**src/rtl/freq_pkg.sv**
```systemverilog
// Shared definitions for the frequency-counter datapath: result width,
// display ceiling, default clock rate and the gate FSM state encoding.
package freq_pkg;

  localparam int FREQ_W    = 14;
  localparam int MAX_COUNT = 9999;
  localparam int CLK_HZ    = 50_000_000;

  typedef enum logic [1:0] {
    ST_IDLE = 2'd0,
    ST_ARM  = 2'd1,
    ST_GATE = 2'd2
  } state_t;

endpackage

```
**src/rtl/freq_gate_counter_sync.sv**
```systemverilog
// Brings the asynchronous measured signal into the iClk domain and emits a
// one-cycle pulse for each rising edge (sync2 high while the delay flop is low).
module sig_sync_edge (
  input  logic iClk,
  input  logic iReset,
  input  logic iSignal,
  output logic oEdge
);

  logic sync1;
  logic sync2;
  logic delay;

  always_ff @(posedge iClk) begin
    if (iReset) begin
      sync1 <= 1'b0;
      sync2 <= 1'b0;
      delay <= 1'b0;
    end else begin
      sync1 <= iSignal;
      sync2 <= sync1;
      delay <= sync2;
    end
  end

  assign oEdge = sync2 & ~delay;

endmodule

```
**src/rtl/freq_gate_counter.sv**
```systemverilog
// Counts rising edges of iSignal over back-to-back gate windows of GATE_CYCLES
// clocks and latches the saturated count with a one-cycle oValid strobe.
module freq_gate_counter #(
  parameter int CLK_HZ      = freq_pkg::CLK_HZ,
  parameter int GATE_CYCLES = CLK_HZ,
  parameter int MAX_COUNT   = freq_pkg::MAX_COUNT
) (
  input  logic                          iClk,
  input  logic                          iReset,
  input  logic                          iEnable,
  input  logic                          iSignal,
  output logic [freq_pkg::FREQ_W-1:0]   oFrec,
  output logic                          oValid,
  output logic                          oOverflow,
  output logic                          oBusy,
  output freq_pkg::state_t              oState
);

  import freq_pkg::*;

  localparam int                TW       = $clog2(GATE_CYCLES);
  localparam logic [TW-1:0]     LAST_T   = TW'(GATE_CYCLES - 1);
  localparam logic [FREQ_W-1:0] CEIL     = FREQ_W'(MAX_COUNT);

  state_t              state;
  state_t              stateNext;
  logic                armCnt;
  logic [TW-1:0]       timer;
  logic [FREQ_W-1:0]   edgeCnt;
  logic                ovf;
  logic                edgePulse;

  logic                isLast;
  logic                atCeil;
  logic [FREQ_W-1:0]   satCount;
  logic                ovfFinal;

  sig_sync_edge u_sync (
    .iClk    (iClk),
    .iReset  (iReset),
    .iSignal (iSignal),
    .oEdge   (edgePulse)
  );

  // Values the window would hold after this cycle's edge; used both for the
  // running count and for the latch, so the final-cycle edge is included.
  assign isLast   = (state == ST_GATE) && (timer == LAST_T);
  assign atCeil   = (edgeCnt == CEIL);
  assign satCount = (edgePulse && !atCeil) ? edgeCnt + FREQ_W'(1) : edgeCnt;
  assign ovfFinal = ovf | (edgePulse & atCeil);

  always_ff @(posedge iClk) begin
    if (iReset) state <= ST_IDLE;
    else        state <= stateNext;
  end

  always_comb begin
    stateNext = state;
    case (state)
      ST_IDLE: if (iEnable) stateNext = ST_ARM;
      ST_ARM: begin
        if (!iEnable)    stateNext = ST_IDLE;
        else if (armCnt) stateNext = ST_GATE;
      end
      ST_GATE: begin
        // The latch cycle always completes, even if enable just dropped.
        if (isLast)        stateNext = iEnable ? ST_GATE : ST_IDLE;
        else if (!iEnable) stateNext = ST_IDLE;
      end
      default: stateNext = ST_IDLE;
    endcase
  end

  always_ff @(posedge iClk) begin
    if (iReset) begin
      armCnt    <= 1'b0;
      timer     <= '0;
      edgeCnt   <= '0;
      ovf       <= 1'b0;
      oFrec     <= '0;
      oValid    <= 1'b0;
      oOverflow <= 1'b0;
    end else begin
      oValid <= 1'b0;
      armCnt <= (state == ST_ARM) && (stateNext == ST_ARM);
      if (state != ST_GATE || stateNext != ST_GATE || isLast) begin
        timer   <= '0;
        edgeCnt <= '0;
        ovf     <= 1'b0;
      end else begin
        timer   <= timer + TW'(1);
        edgeCnt <= satCount;
        ovf     <= ovfFinal;
      end
      if (isLast) begin
        oFrec     <= satCount;
        oOverflow <= ovfFinal;
        oValid    <= 1'b1;
      end
    end
  end

  assign oBusy  = (state == ST_GATE);
  assign oState = state;

endmodule

```
**config.mk**
```make
export PLATFORM = sky130hd
export DESIGN_NAME = freq_gate_counter
export DESIGN_NICKNAME = d
export VERILOG_FILES = /design/src/rtl/freq_pkg.sv /design/src/rtl/freq_gate_counter_sync.sv /design/src/rtl/freq_gate_counter.sv
export SDC_FILE = /design/constraint.sdc
export NUM_CORES = 1
export LEC_CHECK = 0
export ABC_AREA = 1
export CORE_MARGIN = 4
export CORE_UTILIZATION = 30
export DETAILED_ROUTE_END_ITERATION = 8
export PLACE_DENSITY_LB_ADDON = 0.3
export SLEW_MARGIN = 20
export SYNTH_ARGS = -nofsm -noshare
export SYNTH_HDL_FRONTEND = slang
export SYNTH_SLANG_ARGS = --single-unit
```
**constraint.sdc**
```tcl
create_clock -name iClk -period 1.7 [get_ports iClk]
set_clock_uncertainty 0.05 [all_clocks]
set_input_delay 0.425 -clock iClk [delete_from_list [all_inputs] [get_ports iClk]]
set_output_delay 0.425 -clock iClk [all_outputs]
set_load 0.02 [all_outputs]
```
==> results summary, run 1 <==
The cell area after synthesis is 3360 um2. The diode insertion count for antenna repair is 0. The final wirelength came out at 7570 um. Hold is met by 355 ps. The latest clock arrival within the worst-skew pair is 360 ps. The vertical die dimension came out at approximately 110 um. The tree is rooted in a sky130_fd_sc_hd__clkbuf_8. The cell area after placement came out at 3890 um2. The share of power burned in the clock network came out at 48.6%. The wire length of the first global-routing pass came out at ~13000 um. Summed over all layers, the global routing overflow is 0. The worst register-to-register path has a setup slack of 130 ps. The data arrival time at the worst-slack endpoint came out at roughly 1800 ps.

The flow ran to the end, and the final reports show no timing, DRC or antenna violations. The number of violations of the max-capacitance limit is 0. For this block, the initial DRC count from the detailed router was ~120. The largest buffer count on any clock path is 2.

In this run, flip-flops and latches consume 49.6% of the power. Buffers inserted during clock tree synthesis total 9. In the post-synthesis netlist, the cell with the most instances is sky130_fd_sc_hd__nand2_1. The number of global-route vias before repair came to 2946. The top achievable clock speed came out at between 0.6 and 0.7 GHz. The pin slew with the least headroom to its limit came out at 280 ps.

Buffers placed on the I/O ports in this run total 22. The number of cell rows is 38. Of all cell types, the one taking the most synthesized area is sky130_fd_sc_hd__dfxtp_1.

STA puts the critical path data required time at 1890 ps. TritonCTS built the clock tree. The max-slew violation total from the final report came out at 0.

The total nets after synthesis came out at 485. The number of primary I/O pins is 23. The pre-antenna-repair detailed-routing pass consisted of 5 iterations.

The routed length per placed instance came out at 11.3 um. STA classifies the critical path endpoint as a flip-flop. The number of flops mapped to enable cells by yosys is 0. The distinct cell type count of the synthesized netlist is 32. Dividing the detail-routed via count by the number of cells gives 4.44.

Counting instances in the post-synthesis netlist gives the leading cell types as sky130_fd_sc_hd__nand2_1, sky130_fd_sc_hd__inv_1, sky130_fd_sc_hd__nor2_1. The total internal power came out at around 2.3 mW. The global placer's final weighted congestion came out at roughly 0.9. The final net count came out at 533. The share of synthesized area occupied by flip-flops and latches came out at 37.5%. The count of nets left with antenna violations once routing finished came out at 0. The fraction of final layout cells sized beyond drive strength 1 came out at 17.9%. The maximum number of pins on one net before global-route repair is 26. The final setup TNS came out at 0 ps. The number of setup buffers added after CTS came out at 0. The overall power after layout is 2.99 mW. The fraction of registers with async set or reset after synthesis came out at 0%. The startpoint identified for the worst hold timing path is u_sync.sync1$_SDFF_PP0_. The hold buffer count at cts came out at 0. At the end of the flow the core is filled with cells to 37.6%. The peak supply drop is 0.000484 V. Setup repair after global routing left no endpoint under its margin.

The routed layout has 2985 vias. The maximum level of the CTS H-tree is 3. The clock period could shrink to ~1600 ps. After synthesis, the largest area contributor takes up approximately 38% of total cell area.

The number of cells on the worst reg-to-reg path is 10. The placeable core region is 10900 um2. The initial core utilization came out at 30.9%. Per report_power, the combinational group accounts for 1.7% of the total. The tightest min-delay check is of the flip-flop to flip-flop type. The total track usage is about 13%. The yosys synthesis warning count is 0. The synthesized flop and latch total came out at 63.

The post-route fraction of the period consumed by the critical path is 92.5%. The worst pin sits at a relative slew slack of 81.1%. In this run the worst path has a maximum fanout of 5.

The worst setup path is of the flip-flop to flip-flop kind. The total half-perimeter wirelength after legalization and detailed placement came out at around 5800 um. Dividing the synthesized area by the synthesized cell count gives 7.02 um2.

The number of instances in the synthesized netlist is around 480. The number of failing hold endpoints at the final stage is 0. The power spent charging and discharging nets came out at 660 uW.

The final-report setup violation count came out at 0. The source of the worst register-to-register timing path is timer[0]$_SDFF_PP0_. The layout overhead on the synthesized area came out at 21.8%. The DRC violation count after routing is 0.

The initial antenna violation count is 0. The number of clock sinks seen by CTS is 63. The final instance area came out at slightly above 4000 um2. STA classifies the critical path startpoint as a flip-flop. The path with the worst hold slack has its endpoint at u_sync.sync2$_SDFF_PP0_.

The number of stages on the worst hold path is 2. The clock-pin transition on the worst setup and hold timing paths came out at 80 ps. The proportion of total power due to net switching is approximately 22%. The total die area came out at 13000 um2. The ratio of total power to cell area is 730 nW/um2. The x dimension of the die is approximately 110 um. Yosys attributes the largest share of cell area to sky130_fd_sc_hd__dfxtp_1, sky130_fd_sc_hd__nand2_1, sky130_fd_sc_hd__inv_1. In this run the critical register-to-register path is captured at timer[18]$_SDFF_PP0_. The most used flip-flop cell after synthesis is sky130_fd_sc_hd__dfxtp_1. The analysis attributes to cell leakage a power of 1.58 nW.
-- power by group through the flow --
stage / combinational [mW] / clock (mW) / sequential (mW)
floorplan: 0.0284 / 0 / 1.52
global placement: 0.0544 / 0 / 1.52
detailed placement: 0.0544 / 0 / 1.52
CTS: 0.0537 / 1.50 / 1.48
global route: 0.0587 / 1.55 / 1.48
finish: 0.0521 / 1.45 / 1.48
-- flip-flops by register name, summed over array words and instances (netlist names) --
register and cells:
armCnt 1, edgeCnt 14, oFrec 14, oOverflow 1
oState 2, oValid 1, ovf 1, timer 26
u_sync.delay 1, u_sync.sync1 1, u_sync.sync2 1
-- final cells by class --
type	instances	area, um2
well taps	140	175
clock inverters	7	96.3
multi-input cells	334	1750
clock buffers	9	124
flip-flops and latches	63	1260
inverters	72	270
repair buffers	47	418
fillers	1166	6790
-- logic make-up (layout without fill, tap and decap cells) --
logic type	count (synthesis)	in the layout	synth area share (%)
AND/OR/NAND/NOR	271	271	38.9
XOR/XNOR	16	16	4.17
AO/OA/AOI/OAI	45	45	8.00
buffers and inverters	82	135	10.6
flip-flops	63	63	37.5
adder cells (fa/ha/maj)	2	2	0.744
-- critical path, stage by stage, from the launching register on --
cell and delay (ps):
sky130_fd_sc_hd__dfxtp_1 330, sky130_fd_sc_hd__ha_1 210, sky130_fd_sc_hd__nand3_2 140, sky130_fd_sc_hd__inv_2 100, sky130_fd_sc_hd__nand2_2 70, sky130_fd_sc_hd__nor2_2 140, sky130_fd_sc_hd__nand2_1 130, sky130_fd_sc_hd__inv_1 110
sky130_fd_sc_hd__nand3_1 70, sky130_fd_sc_hd__nand2_1 80, sky130_fd_sc_hd__nor2_1 40
-- per-layer routing --
metal	up-vias	track usage [%]	routed length, um
met1	1348	15.0	3390
met2	42	22.1	3760
met4	0	4.51	104
met3	10	3.71	308
li1	1585	-	-
met5	-	0	0
-- metrics by stage --
step | worst slack [ps] | cells
2_1_floorplan | 124 | 479
3_3_place_gp | 21.0 | 656
6_report | 127 | 672
4_1_cts | 3.44 | 672
3_5_place_dp | -32.0 | 656
5_1_grt | 7.40 | 672
-- worst max-delay path by stage --
| stage | from | endpoint | slack (ps) | cells past startpoint |
|---|---|---|---|---|
| finish | timer[0]$_SDFF_PP0_ | timer[18]$_SDFF_PP0_ | 130 | 10 |
| global route | timer[0]$_SDFF_PP0_ | timer[20]$_SDFF_PP0_ | 7 | 11 |
| CTS | oState[0]$_SDFF_PP0_ | oBusy | 3 | 4 |
| detailed placement | iReset | timer[2]$_SDFF_PP0_ | -30 | 7 |
| global placement | iReset | timer[2]$_SDFF_PP0_ | 20 | 7 |
| floorplan | edgeCnt[0]$_SDFF_PP0_ | oFrec[13]$_SDFFE_PP0P_ | 120 | 10 |
-- placed cells by master, fill, tap and decap left out, drive strengths merged --
cell type	n
ha	2
or2	2
clkdlybuf4s50	3
nor2	77
o21ai	3
clkinv	1
clkbuf	9
dlygate4sd2	18
dfxtp	63
xnor2	8
clkinvlp	3
nand2	128
nand3	39
buf	26
inv	73
nand4	13
nand3b	6
bufinv	2
and3	1
a21oi	41
nor3	5
xor2	8
o21bai	1
-- what timing repair did --
action,in CTS,in global routing
setup endpoints to repair,19,17
cloned,0,0
gates resized for setup,21,5
Note: power is estimated with default switching activity, not from simulation.
==> inputs of run 2 (changes only) <==
- CORE_ASPECT_RATIO: unset -> 0.5
- SKIP_CTS_REPAIR_TIMING: unset -> 1
==> results summary, run 2 (same netlist as run 1, synthesis figures left out) <==
The number of global-route vias before repair came out at 2859. The first detailed-routing pass took 4 iterations. For this design the static power due to leakage is 1.93 nW. The initial core utilization came out at a little under a third. At the end of routability-driven placement, the weighted congestion stood at 0.853. The number of cell rows is 26. The ratio of total power to cell area came out at 789 nW/um2.

Once detail routing completed, the nets flagged for antenna violations numbered 0. The number of violations of the max-capacitance limit came out at 0. The top cell types in the final layout, fill and taps aside, are sky130_fd_sc_hd__nand2_1, sky130_fd_sc_hd__inv_1, sky130_fd_sc_hd__nor2_1, sky130_fd_sc_hd__dfxtp_1, sky130_fd_sc_hd__a21oi_1. The largest delay contributor family on the critical path is buffers and inverters.

Of all nets on the critical path, the largest fanout is 2. The critical path is of the flip-flop to output port type. The number of clock sinks seen by CTS is 63. The run finished with clean final reports. Clock latency on the worst-skew pair, taken at its later pin, is 330 ps. The placeable core region came out at approximately 11000 um2. The root cell of the clock tree is sky130_fd_sc_hd__clkbuf_16. Setup repair after global routing left no endpoint under its margin. The number of buffer and inverter instances along the worst setup path came out at 3. The number of flip-flops in the largest register came out at 26. The x dimension of the die is roughly 160 um.

Traced cell by cell, the critical path runs through inv_1 > nand2_1 > inv_1 > dlymetal6s2s_1. The max-slew violation total from the final report came out at 0. The data required time of the worst path came out at 1220 ps.

The vertical die dimension came out at about 83 um. Entering global routing, the biggest net connects 19 pins. The smallest clock period supported by the final layout is computed as 1550 ps. The layout overhead on the synthesized area is 29.0%. The total die area is 13100 um2. The cell area after placement is 3910 um2.

The most common cell after layout, fill and taps aside is sky130_fd_sc_hd__nand2_1. The total track usage is 12.1%. The post-route fraction of the period consumed by the critical path came out at between 90% and 100%.

The vias after detailed routing is 2966. The final-layout fill cell count is 1103. The initial antenna violation count was 0. On the critical path, the stage with the largest delay is an instance of sky130_fd_sc_hd__dfxtp_1. The worst setup path is captured at an output port. The CTS buffer count came out at 9. In the final layout, the registers with the most flip-flops are timer x26, edgeCnt x14, oFrec x14. In this run the tool buffered the top-level ports with 22 buffer cells. The peak supply drop is slightly above 0.0004 V. The final wirelength came out at 7430 um. The min-delay analysis places its worst path in the category flip-flop to flip-flop. The number of primary I/O pins came out at 23. The final instance area is 4340 um2. The diode insertion count for antenna repair is 0. Data on the critical path arrives at its endpoint at 1080 ps.

The worst setup path is launched from a flip-flop. The fraction of final layout cells sized beyond drive strength 1 is 18.1%. For this run, design rule violations remaining after detail routing come to 0. The final-report setup violation count is 0. The number of DRC violations after detailed-routing iteration 0 is 91. Timing would allow up to about 0.64 GHz.

The total half-perimeter wirelength after legalization and detailed placement is 5530 um. The cell that appears most often on the critical path is sky130_fd_sc_hd__inv_1. The post-detailed-route via-to-cell ratio is between 4 and 5.

The largest buffer count on any clock path came out at 2. The first global-routing pass estimated 13100 um of wire. The end-of-flow core utilization came out at slightly above 40%.

The pin slew with the least headroom to its limit came out at 307 ps. The register with the highest flop count is timer. The headroom to the max-slew limit came out at 79.5%. After detailed routing, the average wire length per cell comes to 11.0 um. The TritonCTS clock tree is built. In this design, the stage delay of the slowest critical-path cell is approximately 300 ps. The total congestion overflow is 0. After clock tree synthesis, the clock-pin slew on the worst setup and hold paths is ~50 ps. After routing, the total negative slack on setup checks comes to 0 ps. The number of failing hold endpoints at the final stage is 0.

In this run the number of H-tree levels came out at 3. After the last flow step, the layout net total stands at around 540.
==> run 2: changes by cell type in the layout (fill, tap and decap cells not counted), sizes merged <==
cell / before / now
buf: 26 / 28
bufinv: 2 / 1
clkbuf: 9 / 13
clkinv: 1 / 2
clkinvlp: 3 / 0
dlygate4sd2: 18 / 0
dlymetal6s2s: 0 / 19
inv: 73 / 72
==> run 2: final timing paths <==
check        cells past startpoint                      end                     from  slack, ps
max                              4                    oBusy     oState[0]$_SDFF_PP0_        150
min                              2  u_sync.sync2$_SDFF_PP0_  u_sync.sync1$_SDFF_PP0_        360
max reg2reg                      9    oFrec[7]$_SDFFE_PP0P_     timer[22]$_SDFF_PP0_        150
min reg2reg                      2  u_sync.sync2$_SDFF_PP0_  u_sync.sync1$_SDFF_PP0_        360
==> run 2: worst reg2reg max path, cell delays in order, from the launching register on <==
cell	delay, ps
sky130_fd_sc_hd__dfxtp_1	350
sky130_fd_sc_hd__nand2_1	100
sky130_fd_sc_hd__nor2_2	240
sky130_fd_sc_hd__nand2_2	110
sky130_fd_sc_hd__nor2_4	130
sky130_fd_sc_hd__nand2_4	60
sky130_fd_sc_hd__buf_4	220
sky130_fd_sc_hd__a21oi_1	150
sky130_fd_sc_hd__nand2_1	60
sky130_fd_sc_hd__inv_1	50
==> run 2: through the flow <==
stage	std cells	setup slack, ps	hold slack (ps)	power, mW
3_3_place_gp	657	24.0	346	1.57
3_5_place_dp	657	2.86	351	1.57
2_1_floorplan	479	124	338	1.55
6_report	675	147	359	3.42
5_1_grt	675	2.93	376	3.54
4_1_cts	673	-253	358	3.46
==> run 2: layer usage <==
metal / GRT usage (%) / wire (um) / up-vias
li1: - / - / 1609
met1: 15.7 / 3790 / 1317
met2: 19.4 / 3390 / 34
met3: 2.80 / 171 / 6
met4: 4.68 / 80 / 0
met5: 0 / 0 / -
==> run 2: layout make-up <==
cell class / count / area, um2 / area share [%]
Multi-Input combinational cell: 334 / 1790 / 41.3
Sequential cell: 63 / 1260 / 29.1
Timing Repair Buffer: 50 / 528 / 12.2
Clock buffer: 13 / 270 / 6.23
Inverter: 72 / 270 / 6.23
Tap cell: 140 / 175 / 4.04
Clock inverter: 3 / 40.0 / 0.923
==> run 2: power breakdown <==
part | internal [mW] | switching (mW)
clock network | 1.25 | 0.633
logic | 0.0237 | 0.0322
registers | 1.48 | 0.00198
==> inputs of run 3 (changes only) <==
- CORE_UTILIZATION: 30 -> 40
==> results summary, run 3 (same netlist as run 1, synthesis figures left out) <==
Along the worst path, the maximum fanout reaches 21. The vias after detailed routing came out at 2945. The worst hold margin is 350 ps. The post-detailed-route via-to-cell ratio came out at 4.57.

Summed over all layers, the global routing overflow is 0. The repair_antennas step left the layout with diodes totalling 0. The largest registers in the layout are timer x26, edgeCnt x14, oFrec x14. The cell area after placement is just under 4000 um2. The number of flip-flops in the largest register came out at 26. Setup violations remaining at the end of the flow were counted as 0.

The wire length of the first global-routing pass is between 10000 and 15000 um. The total half-perimeter wirelength after legalization and detailed placement came out at 5260 um. The most common cell after layout, fill and taps aside is sky130_fd_sc_hd__nand2_1. Data on the critical path is required at its endpoint by 1870 ps. The routed length per placed instance came out at 11.0 um. The initial antenna violation count came out at 0. The post-route fraction of the period consumed by the critical path came out at 92.9%.

The largest buffer count on any clock path came out at 2. The headroom to the max-slew limit is approximately four fifths. The maximum level of the CTS H-tree is 3.

Summing all flip-flop and latch instances after layout gives roughly 1300 um2. The kind of start point of the critical path is a flip-flop. The number of global-route vias before repair came to 2717.

The placeable core region came out at 8090 um2. The final instance area came out at 4270 um2. The number of DRC violations after detailed-routing iteration 0 is 187. Fill cells in the final layout number between 700 and 800. The flow ran to the end, and the final reports show no timing, DRC or antenna violations. The time the worst path needs with I/O delays and setup came out at between 1500 and 2000 ps. Max-cap violations in this run came to 0. The multi-input logic area is ~1800 um2. The number of primary I/O pins came out at 23. The maximum number of pins on one net before global-route repair came out at 22.

The data arrival time at the worst-slack endpoint is 1750 ps. Setup repair after global routing left no endpoint under its margin. The final net count came out at 534. The CTS buffer count came out at 9. The setup slack at placement is -34.3 ps. The type of the setup path with the least slack is flip-flop to flip-flop. The DRC violation count after routing came out at 0. TritonCTS built the clock tree.

In this run the worst hold path is classified as flip-flop to flip-flop. The top achievable clock speed is 0.633 GHz. The total die area is between 10000 and 15000 um2. The count of port buffers added during placement came out at 22.

The completed layout was analyzed and its total power is 3.41 mW. The peak supply drop is 0.000436 V. The leakage power figure came out at approximately 1.9 nW. The clock-pin transition on the worst setup and hold timing paths is around 50 ps. The routed design has 7110 um of wire. The library cells used most frequently in the layout, excluding fill and tap cells, are sky130_fd_sc_hd__nand2_1, sky130_fd_sc_hd__inv_1, sky130_fd_sc_hd__nor2_1, sky130_fd_sc_hd__dfxtp_1, sky130_fd_sc_hd__a21oi_1. In this run the remaining antenna-violating nets after routing total 0.

The vertical die dimension came out at 72.8 um. The register with the highest flop count is timer. The type of destination of the critical path is a flip-flop. The global placer's final weighted congestion came out at 0.905.

The max-slew violation total from the final report is 0. The x dimension of the die came out at 138 um. The latest clock arrival within the worst-skew pair is 340 ps.

For this design the ratio of total power to cell area is 799 nW/um2. The final worst setup slack is between 100 and 150 ps. The number of failing hold endpoints at the final stage came out at 0. The layout overhead on the synthesized area is 27.2%. The first-pass iteration count of the detailed router is 4. The number of cell rows came out at 23. The fraction of final layout cells sized beyond drive strength 1 is 17.8%. For the pin with the worst max-slew slack, the measured transition is 275 ps. For this configuration, the core starts out at a cell density of around two fifths. The clock drives 63 sinks. The total track usage came out at 15.7%. Cells fill 52.9% of the core in the end. The cell sitting at the root of the clock tree is a sky130_fd_sc_hd__clkbuf_16.
[run 3: layout make-up]
cell class	count	area share (%)
repair buffers	48	12.3
well taps	112	3.28
multi-input cells	334	41.4
clock inverters	5	1.32
flip-flops and latches	63	29.5
inverters	72	6.32
clock buffers	11	5.91
[run 3: worst max-delay path, cell delays in order (launching register included)]
cell and delay [ps]:
sky130_fd_sc_hd__dfxtp_1 330, sky130_fd_sc_hd__ha_2 230, sky130_fd_sc_hd__nand3_4 110, sky130_fd_sc_hd__inv_2 90
sky130_fd_sc_hd__nand2_2 60, sky130_fd_sc_hd__nor2_4 120, sky130_fd_sc_hd__nand2_4 110, sky130_fd_sc_hd__nand3_2 140
sky130_fd_sc_hd__buf_12 170, sky130_fd_sc_hd__a21oi_1 50
[run 3: path summary, 6_finish.rpt]
kind,from,endpoint,slack [ps],cells after the start
setup reg to reg,timer[0]$_SDFF_PP0_,timer[24]$_SDFF_PP0_,120,9
hold reg to reg,u_sync.sync1$_SDFF_PP0_,u_sync.sync2$_SDFF_PP0_,350,2
hold / removal,u_sync.sync1$_SDFF_PP0_,u_sync.sync2$_SDFF_PP0_,350,2
setup / recovery,timer[0]$_SDFF_PP0_,timer[24]$_SDFF_PP0_,120,9
[run 3: metal layers]
layer / vias to the layer above / global-route usage [%] / part of all wire [%]
li1: 1594 / - / -
met1: 1300 / 19.9 / 49
met2: 44 / 25.1 / 45
met3: 7 / 6.47 / 4.9
met4: 0 / 3.98 / 0.83
met5: - / 0 / 0
[run 3: report_power, final]
| part | leakage, nW | switching [mW] | internal (mW) |
|---|---|---|---|
| clock network | 0.152 | 0.664 | 1.21 |
| logic | 1.25 | 0.0330 | 0.0237 |
| registers | 0.508 | 0.00183 | 1.48 |
| total | 1.91 | 0.699 | 2.72 |
[run 3: stage by stage]
| step | std cells | setup TNS, ps |
|---|---|---|
| floorplan | 479 | 0 |
| global placement | 629 | -27.1 |
| detailed placement | 629 | -139 |
| CTS | 645 | -1380 |
| global route | 645 | 0 |
| finish | 645 | 0 |
